**src/rtl/pagerank_iteration_controller_if.sv**
```systemverilog
// pagerank_iteration_controller_if
// Groups the host command/status signals and the partition-engine handshake
// of the PageRank iteration controller into one bundle.
//
// Signals:
//   start, threshold, max_iter      host -> controller, run command
//   busy, pagerank_complete,
//   converged, iteration_number,
//   delta                           controller -> host, run status
//   part_start, part_id,
//   swap_buffers                    controller -> engine, partition commands
//   part_done, part_delta           engine -> controller, partition result
//
// Modports:
//   master : the controller
//   slave  : the host/engine side that commands the controller and serves it
interface pagerank_iteration_controller_if #(
  parameter int NUM_PARTITIONS = 11,
  parameter int DELTA_W        = 32,
  parameter int ITER_W         = 16
);
  localparam int PART_W = ($clog2(NUM_PARTITIONS) > 0) ? $clog2(NUM_PARTITIONS) : 1;

  logic               start;
  logic [DELTA_W-1:0] threshold;
  logic [ITER_W-1:0]  max_iter;
  logic               part_start;
  logic [PART_W-1:0]  part_id;
  logic               part_done;
  logic [DELTA_W-1:0] part_delta;
  logic               swap_buffers;
  logic               busy;
  logic               pagerank_complete;
  logic               converged;
  logic [ITER_W-1:0]  iteration_number;
  logic [DELTA_W-1:0] delta;

  modport master (
    input  start, threshold, max_iter, part_done, part_delta,
    output part_start, part_id, swap_buffers, busy, pagerank_complete,
           converged, iteration_number, delta
  );

  modport slave (
    output start, threshold, max_iter, part_done, part_delta,
    input  part_start, part_id, swap_buffers, busy, pagerank_complete,
           converged, iteration_number, delta
  );
endinterface

```
**src/rtl/pagerank_iteration_controller.sv**
```systemverilog
// pagerank_iteration_controller
// Sequences PageRank iterations over NUM_PARTITIONS graph partitions. Each
// iteration issues every partition to an external engine, sums the engine's
// per-partition rank change (saturating), then either finishes (converged or
// iteration limit reached) or tells the engine to swap rank buffers and runs
// another iteration.
//
// Ports:
//   clock  sole clock, rising edge
//   reset  synchronous, active-high
//   bus    pagerank_iteration_controller_if.master:
//            start/threshold/max_iter in, busy/pagerank_complete/converged/
//            iteration_number/delta out, part_start/part_id/swap_buffers out,
//            part_done/part_delta in
module pagerank_iteration_controller #(
  parameter int NUM_PARTITIONS = 11,
  parameter int DELTA_W        = 32,
  parameter int ITER_W         = 16
) (
  input logic                             clock,
  input logic                             reset,
  pagerank_iteration_controller_if.master bus
);
  localparam int PART_W = ($clog2(NUM_PARTITIONS) > 0) ? $clog2(NUM_PARTITIONS) : 1;
  localparam logic [PART_W-1:0]  LAST_PART = PART_W'(NUM_PARTITIONS - 1);
  localparam logic [DELTA_W-1:0] DELTA_MAX = '1;

  typedef enum logic [2:0] {
    IDLE,
    ISSUE,
    WAIT,
    CHECK,
    SWAP,
    DONE
  } state_t;

  state_t             state;
  logic [DELTA_W-1:0] acc;
  logic [DELTA_W-1:0] thr;
  logic [ITER_W-1:0]  last_iter;
  logic [DELTA_W:0]   sum;

  // One extra bit catches the carry so the accumulator can clamp instead of wrap.
  always_comb sum = {1'b0, acc} + {1'b0, bus.part_delta};

  // Outputs are registered: each pulse/flag is set on the edge that enters the
  // state it belongs to, so part_start is high exactly during ISSUE and
  // swap_buffers exactly during SWAP.
  always_ff @(posedge clock) begin
    if (reset) begin
      state                 <= IDLE;
      acc                   <= '0;
      thr                   <= '0;
      last_iter             <= '0;
      bus.part_start        <= 1'b0;
      bus.part_id           <= '0;
      bus.swap_buffers      <= 1'b0;
      bus.busy              <= 1'b0;
      bus.pagerank_complete <= 1'b0;
      bus.converged         <= 1'b0;
      bus.iteration_number  <= '0;
      bus.delta             <= '0;
    end else begin
      bus.part_start   <= 1'b0;
      bus.swap_buffers <= 1'b0;

      case (state)
        IDLE, DONE: begin
          if (bus.start) begin
            thr <= bus.threshold;
            // Store the index of the last allowed iteration; a limit of 0 acts as 1.
            last_iter <= (bus.max_iter == '0) ? '0 : bus.max_iter - ITER_W'(1);
            bus.iteration_number  <= '0;
            bus.part_id           <= '0;
            acc                   <= '0;
            bus.pagerank_complete <= 1'b0;
            bus.converged         <= 1'b0;
            bus.busy              <= 1'b1;
            bus.part_start        <= 1'b1;
            state                 <= ISSUE;
          end
        end

        ISSUE: begin
          state <= WAIT;
        end

        WAIT: begin
          if (bus.part_done) begin
            acc <= sum[DELTA_W] ? DELTA_MAX : sum[DELTA_W-1:0];
            if (bus.part_id == LAST_PART) begin
              state <= CHECK;
            end else begin
              bus.part_id    <= bus.part_id + PART_W'(1);
              bus.part_start <= 1'b1;
              state          <= ISSUE;
            end
          end
        end

        CHECK: begin
          bus.delta <= acc;
          if (acc < thr) begin
            bus.converged         <= 1'b1;
            bus.pagerank_complete <= 1'b1;
            bus.busy              <= 1'b0;
            state                 <= DONE;
          end else if (bus.iteration_number == last_iter) begin
            bus.converged         <= 1'b0;
            bus.pagerank_complete <= 1'b1;
            bus.busy              <= 1'b0;
            state                 <= DONE;
          end else begin
            bus.swap_buffers <= 1'b1;
            state            <= SWAP;
          end
        end

        SWAP: begin
          bus.iteration_number <= bus.iteration_number + ITER_W'(1);
          acc                  <= '0;
          bus.part_id          <= '0;
          bus.part_start       <= 1'b1;
          state                <= ISSUE;
        end

        default: begin
          state <= IDLE;
        end
      endcase
    end
  end
endmodule

```
**src/flat_wrapper.sv**
```systemverilog
// flat-port wrapper written by rule: the top's interface ports become plain ports
module pagerank_iteration_controller_flat 
#(
  parameter int NUM_PARTITIONS = 11,
  parameter int DELTA_W        = 32,
  parameter int ITER_W         = 16
)
  (clock, reset, bus_start, bus_threshold, bus_max_iter, bus_part_done, bus_part_delta, bus_part_start, bus_part_id, bus_swap_buffers, bus_busy, bus_pagerank_complete, bus_converged, bus_iteration_number, bus_delta);
  pagerank_iteration_controller_if #(.NUM_PARTITIONS(NUM_PARTITIONS), .DELTA_W(DELTA_W), .ITER_W(ITER_W)) bus_i ();
  input logic clock;
  input logic reset;
  input wire logic [$bits(bus_i.start)-1:0] bus_start;
  input wire logic [$bits(bus_i.threshold)-1:0] bus_threshold;
  input wire logic [$bits(bus_i.max_iter)-1:0] bus_max_iter;
  input wire logic [$bits(bus_i.part_done)-1:0] bus_part_done;
  input wire logic [$bits(bus_i.part_delta)-1:0] bus_part_delta;
  output wire logic [$bits(bus_i.part_start)-1:0] bus_part_start;
  output wire logic [$bits(bus_i.part_id)-1:0] bus_part_id;
  output wire logic [$bits(bus_i.swap_buffers)-1:0] bus_swap_buffers;
  output wire logic [$bits(bus_i.busy)-1:0] bus_busy;
  output wire logic [$bits(bus_i.pagerank_complete)-1:0] bus_pagerank_complete;
  output wire logic [$bits(bus_i.converged)-1:0] bus_converged;
  output wire logic [$bits(bus_i.iteration_number)-1:0] bus_iteration_number;
  output wire logic [$bits(bus_i.delta)-1:0] bus_delta;
  assign bus_i.start = bus_start;
  assign bus_i.threshold = bus_threshold;
  assign bus_i.max_iter = bus_max_iter;
  assign bus_i.part_done = bus_part_done;
  assign bus_i.part_delta = bus_part_delta;
  assign bus_part_start = bus_i.part_start;
  assign bus_part_id = bus_i.part_id;
  assign bus_swap_buffers = bus_i.swap_buffers;
  assign bus_busy = bus_i.busy;
  assign bus_pagerank_complete = bus_i.pagerank_complete;
  assign bus_converged = bus_i.converged;
  assign bus_iteration_number = bus_i.iteration_number;
  assign bus_delta = bus_i.delta;
  pagerank_iteration_controller #(.NUM_PARTITIONS(NUM_PARTITIONS), .DELTA_W(DELTA_W), .ITER_W(ITER_W)) u_core (.clock(clock), .reset(reset), .bus(bus_i));
endmodule
```
**config.mk**
```make
export PLATFORM = sky130hd
export DESIGN_NAME = pagerank_iteration_controller_flat
export DESIGN_NICKNAME = d
export VERILOG_FILES = /design/src/rtl/pagerank_iteration_controller_if.sv /design/src/rtl/pagerank_iteration_controller.sv /design/src/flat_wrapper.sv
export SDC_FILE = /design/constraint.sdc
export NUM_CORES = 1
export LEC_CHECK = 0
export BUFFER_PORTS_ARGS = -buffer_cell sky130_fd_sc_hd__buf_2
export CAP_MARGIN = 20
export CORE_UTILIZATION = 55
export DETAILED_ROUTE_END_ITERATION = 6
export PLACE_DENSITY_LB_ADDON = 0.25
export SLEW_MARGIN = 20
export SYNTH_ARGS = -nofsm -noshare
export SYNTH_HDL_FRONTEND = slang
export SYNTH_SLANG_ARGS = --single-unit
```
**constraint.sdc**
```tcl
create_clock -name clock -period 3.48 [get_ports clock]
set_clock_uncertainty 0.2 [all_clocks]
set_input_delay 0.348 -clock clock [delete_from_list [all_inputs] [get_ports clock]]
set_output_delay 0.348 -clock clock [all_outputs]
set_load 0.02 [all_outputs]
```
==> flow_summary_export.csv <==
group,metric,value,unit
clock_tree,clock-sinks,140,
setup_path,regToRegEndpoint,"u_core.acc[31]",
clock_tree,htreeDepth,4,
logic_synthesis,synth.area.mux_share,0.00376,
drt,first_pass_iters,5,
global_route,grt_pass1_vias,7222,
setup_path,slowest_delay,0.43,ns
logic_synthesis,synth_area_leader_cell,"dfxtp_1",
clock_tree,cts.path.max_buffers,2,
job,maxCapViolCount,0,
power_and_ir_drop,seqPwrFrac,0.432,
logic_synthesis,synthSimpleGateAreaFrac,0.202,
global_route,grt_max_degree,63,
clock_tree,postCtsSetupRepairBufs,0,
setup_path,start_kind,"register",
floorplanning,die_h,122,um
timing,clock.fmax,0.308,GHz
finish,antenna_cells,0,
floorplanning,die_x,122,um
logic_synthesis,synth-adder-area-share,0.109,
global_route,grt_pass1_wl,34500,um
logic_synthesis,synthCells,1022,
drt,top_layer,"met4",
drt,wl,21300,um
global_route,grt_antenna_before_repair,0,
drt,drt_iter0_drc,502,
timing,max_slew_margin,0.527,
logic_synthesis,ys_top_cells_by_area,"dfxtp_1 (35%), ha_1 (10%), a21oi_1 (9.5%), nand2_1 (9.4%), xnor2_1 (4.3%)",
setup_path,critPathRequiredTime,3.56,ns
min_path,worstHoldStart,"bus_max_iter[9]",
timing,setup_tns,0,ns
drt,wl_met3,1150,um
placement,place.gp.congestion,0.966,
floorplanning,dieArea,15000,sq um
min_path,min_path_type,"primary input to register",
setup_path,setup.worst_path.class,"register to register",
timing,setup_violations,0,
drt,route.vias.total,7806,
logic_synthesis,synth_seq_area_share,0.351,
finish,fillers,1189,
timing,rsz0062_at_grt,"no",
drt,vias_per_cell,5.66,
setup_path,crit_chain,"ha_1, fa_1, a211oi_2, o21a_2, a211oi_2, o31a_2, a211oi_4, buf_4, o21ai_0, nor4_1, nor4_1",
floorplanning,initial_core_util,0.569,
setup_path,crit_arrival,3.32,ns
setup_path,critPathSlowestCell,"fa_1",
min_path,whs_endpoint,"u_core.last_iter[9]",
setup_path,ff2ff_path_depth,11,
timing,hold_viol,0,
logic_synthesis,ys_async_sr_fraction,0,
timing,maxSlewViolCount,0,
logic_synthesis,syn_avg_cell_area,7.81,sq um
timing,worst-slew-pin-transition,0.709,ns
global_route,grt_usage,0.293,
power_and_ir_drop,p_comb_frac,0.155,
drt,wl_met1,9500,um
timing,finalCritPeriodShare,0.932,
logic_synthesis,synth-edff-count,0,
min_path,whs_path_depth,3,
floorplanning,pin_count,141,
drt,wl_per_cell,15.4,um
finish,finalNetCount,1339,
logic_synthesis,yosysTopAreaCellShare,0.351,
logic_synthesis,yosys_warnings,0,
drt,drcViolationCount,0,
logic_synthesis,syn-cell-area,7990,sq um
placement,portBuffers,140,
finish,drive_gt1_frac,0.170,
power_and_ir_drop,total_power,3950,uW
finish,area_delta_synth_final,21.9,%
power_and_ir_drop,p_per_area,406,nW/um^2
power_and_ir_drop,p_sw,1080,uW
setup_path,critPathBufInv,1,
logic_synthesis,synth.ff_latch_count,140,
setup_path,r2r_start,"u_core.acc[0]",
drt,wl_met2,10200,um
logic_synthesis,synth_xor_area_frac,0.0625,
floorplanning,core.rowCount,43,
placement,dp_hpwl,15000,um
outcome,status,"finished, final reports clean",
logic_synthesis,synth_compound_area_frac,0.228,
logic_synthesis,syn_nets,1174,
setup_path,crit_path_end_kind,"register",
logic_synthesis,synth_ff_type,"dfxtp_1",
setup_path,regToRegSetupSlack,0.24,ns
setup_path,cp_top_family,"compound AO/OA/AOI/OAI gates",
clock_tree,root_buffer,"clkbuf_16",
clock_tree,worstSkewPairLatency,0.43,ns
logic_synthesis,ys_top_cells_by_count,"nand2_1 (199), a21oi_1 (151), dfxtp_1 (140)",
clock_tree,cts_tree,"yes",
logic_synthesis,synth_top_family_by_area,"compound AO/OA/AOI/OAI gates",
floorplanning,core_area,14000,sq um
power_and_ir_drop,swShare,0.272,
setup_path,critical_path.max_fanout,6,
power_and_ir_drop,p_int,2870,uW
logic_synthesis,synth.distinct_cells,63,
timing,min_period,3.24,ns
power_and_ir_drop,leakagePower,0.00421,uW
drt,ant_nets,0,
power_and_ir_drop,peakVddDrop,0.347,mV
power_and_ir_drop,clock_power_share,0.413,
global_route,grt_overflow,0,
logic_synthesis,synth_most_common_cell,"nand2_1",
clock_tree,clk_pin_slew,0.06,ns
clock_tree,cts_buffers,17,
## cell families (layout without fill, tap and decap cells)
logic type / count (synthesis) / after routing
AND/OR/NAND/NOR: 360 / 360
AO/OA/AOI/OAI: 303 / 303
flip-flops: 140 / 140
buffers and inverters: 90 / 267
adder cells (fa/ha/maj): 69 / 69
XOR/XNOR: 57 / 57
multiplexers: 3 / 3
## metrics by stage
stage / instances / worst slack [ns] / utilization / hold slack [ns] / area [sq um]
finish: 1379 / 0.238 / 0.693 / 0.0407 / 9730
global route: 1379 / 0.0701 / 0.693 / 0.0714 / 9730
CTS: 1379 / 0.280 / 0.693 / 0.0333 / 9730
detailed placement: 1315 / 0.183 / 0.632 / 0.244 / 8870
global placement: 1315 / 0.274 / 0.632 / 0.238 / 8870
floorplan: 1022 / 0.508 / - / 0.236 / 7990
## flip-flops by register name, indices dropped and copies added (netlist names), 3 cells and up
signal,cells
u_core.acc,32
u_core.bus.delta,32
u_core.bus.iteration_number,16
u_core.bus.part_id,4
u_core.last_iter,16
u_core.state,3
u_core.thr,32
## final cells by class
class                   instances  area (sq um)  area share
multi-input cells             792          4840       0.497
flip-flops and latches        140          2800       0.288
repair buffers                189          1170       0.120
clock buffers                  24           482      0.0495
well taps                     180           225      0.0231
inverters                      47           176      0.0181
clock inverters                 7          41.3     0.00424
## how the worst max path moves through the flow
stage,endpoint,cells after the start,from,slack (ns)
after floorplan,u_core.acc[26],11,bus_part_delta[0],0.51
after global placement,u_core.acc[31],12,bus_part_delta[0],0.27
after detailed placement,u_core.acc[30],11,bus_part_delta[0],0.18
after CTS,u_core.acc[31],11,u_core.acc[0],0.28
after global routing,u_core.acc[31],11,u_core.acc[0],0.07
final,u_core.acc[31],11,u_core.acc[0],0.24
## timing repair
item                                    in CTS  in global routing
gates resized for setup                      0                  1
endpoints found under the setup margin       0                  1
hold buffers                                33                  0
endpoints found under the hold margin       33                  0
## layer usage
metal / GRT usage / up-vias
met3: 0.0567 / 36
met5: 0 / -
met1: 0.377 / 3607
met4: 0.107 / 0
li1: - / 3924
met2: 0.484 / 239
## power by group through the flow
stage               combinational (uW)  sequential, uW  clock, uW
finish                             611            1710       1630
detailed placement                 570            1740          0
floorplan                          394            1730          0
global placement                   563            1740          0
global route                       682            1710       1720
CTS                                605            1710       1640
## cell usage in the layout (no fill, tap or decap), types with 16 or more instances in the layout
cell           synthesis  layout
a211oi_1              20      20
a21o_1                22      22
a21oi_1              151     151
buf_2                  2     139
buf_4                  0      16
clkbuf_16              0      17
dfxtp_1              140     140
dlygate4sd3_1          0      33
ha_1                  67      67
inv_1                 46      46
nand2_1              199     199
nand3_1               23      23
nor2_1                50      50
nor3_1                19      18
o21ai_0               39      39
o21ai_1               17      17
xnor2_1               39      39
xor2_1                18      18
## worst register-to-register path, cell delays in order (launching register included)
cell and delay [ns]:
dfxtp_1 0.33, ha_1 0.21, fa_1 0.43, a211oi_2 0.24, o21a_2 0.22, a211oi_2 0.12
o31a_2 0.43, a211oi_4 0.28, buf_4 0.19, o21ai_0 0.08, nor4_1 0.27, nor4_1 0.09
Power figures use the tool's default switching activity.
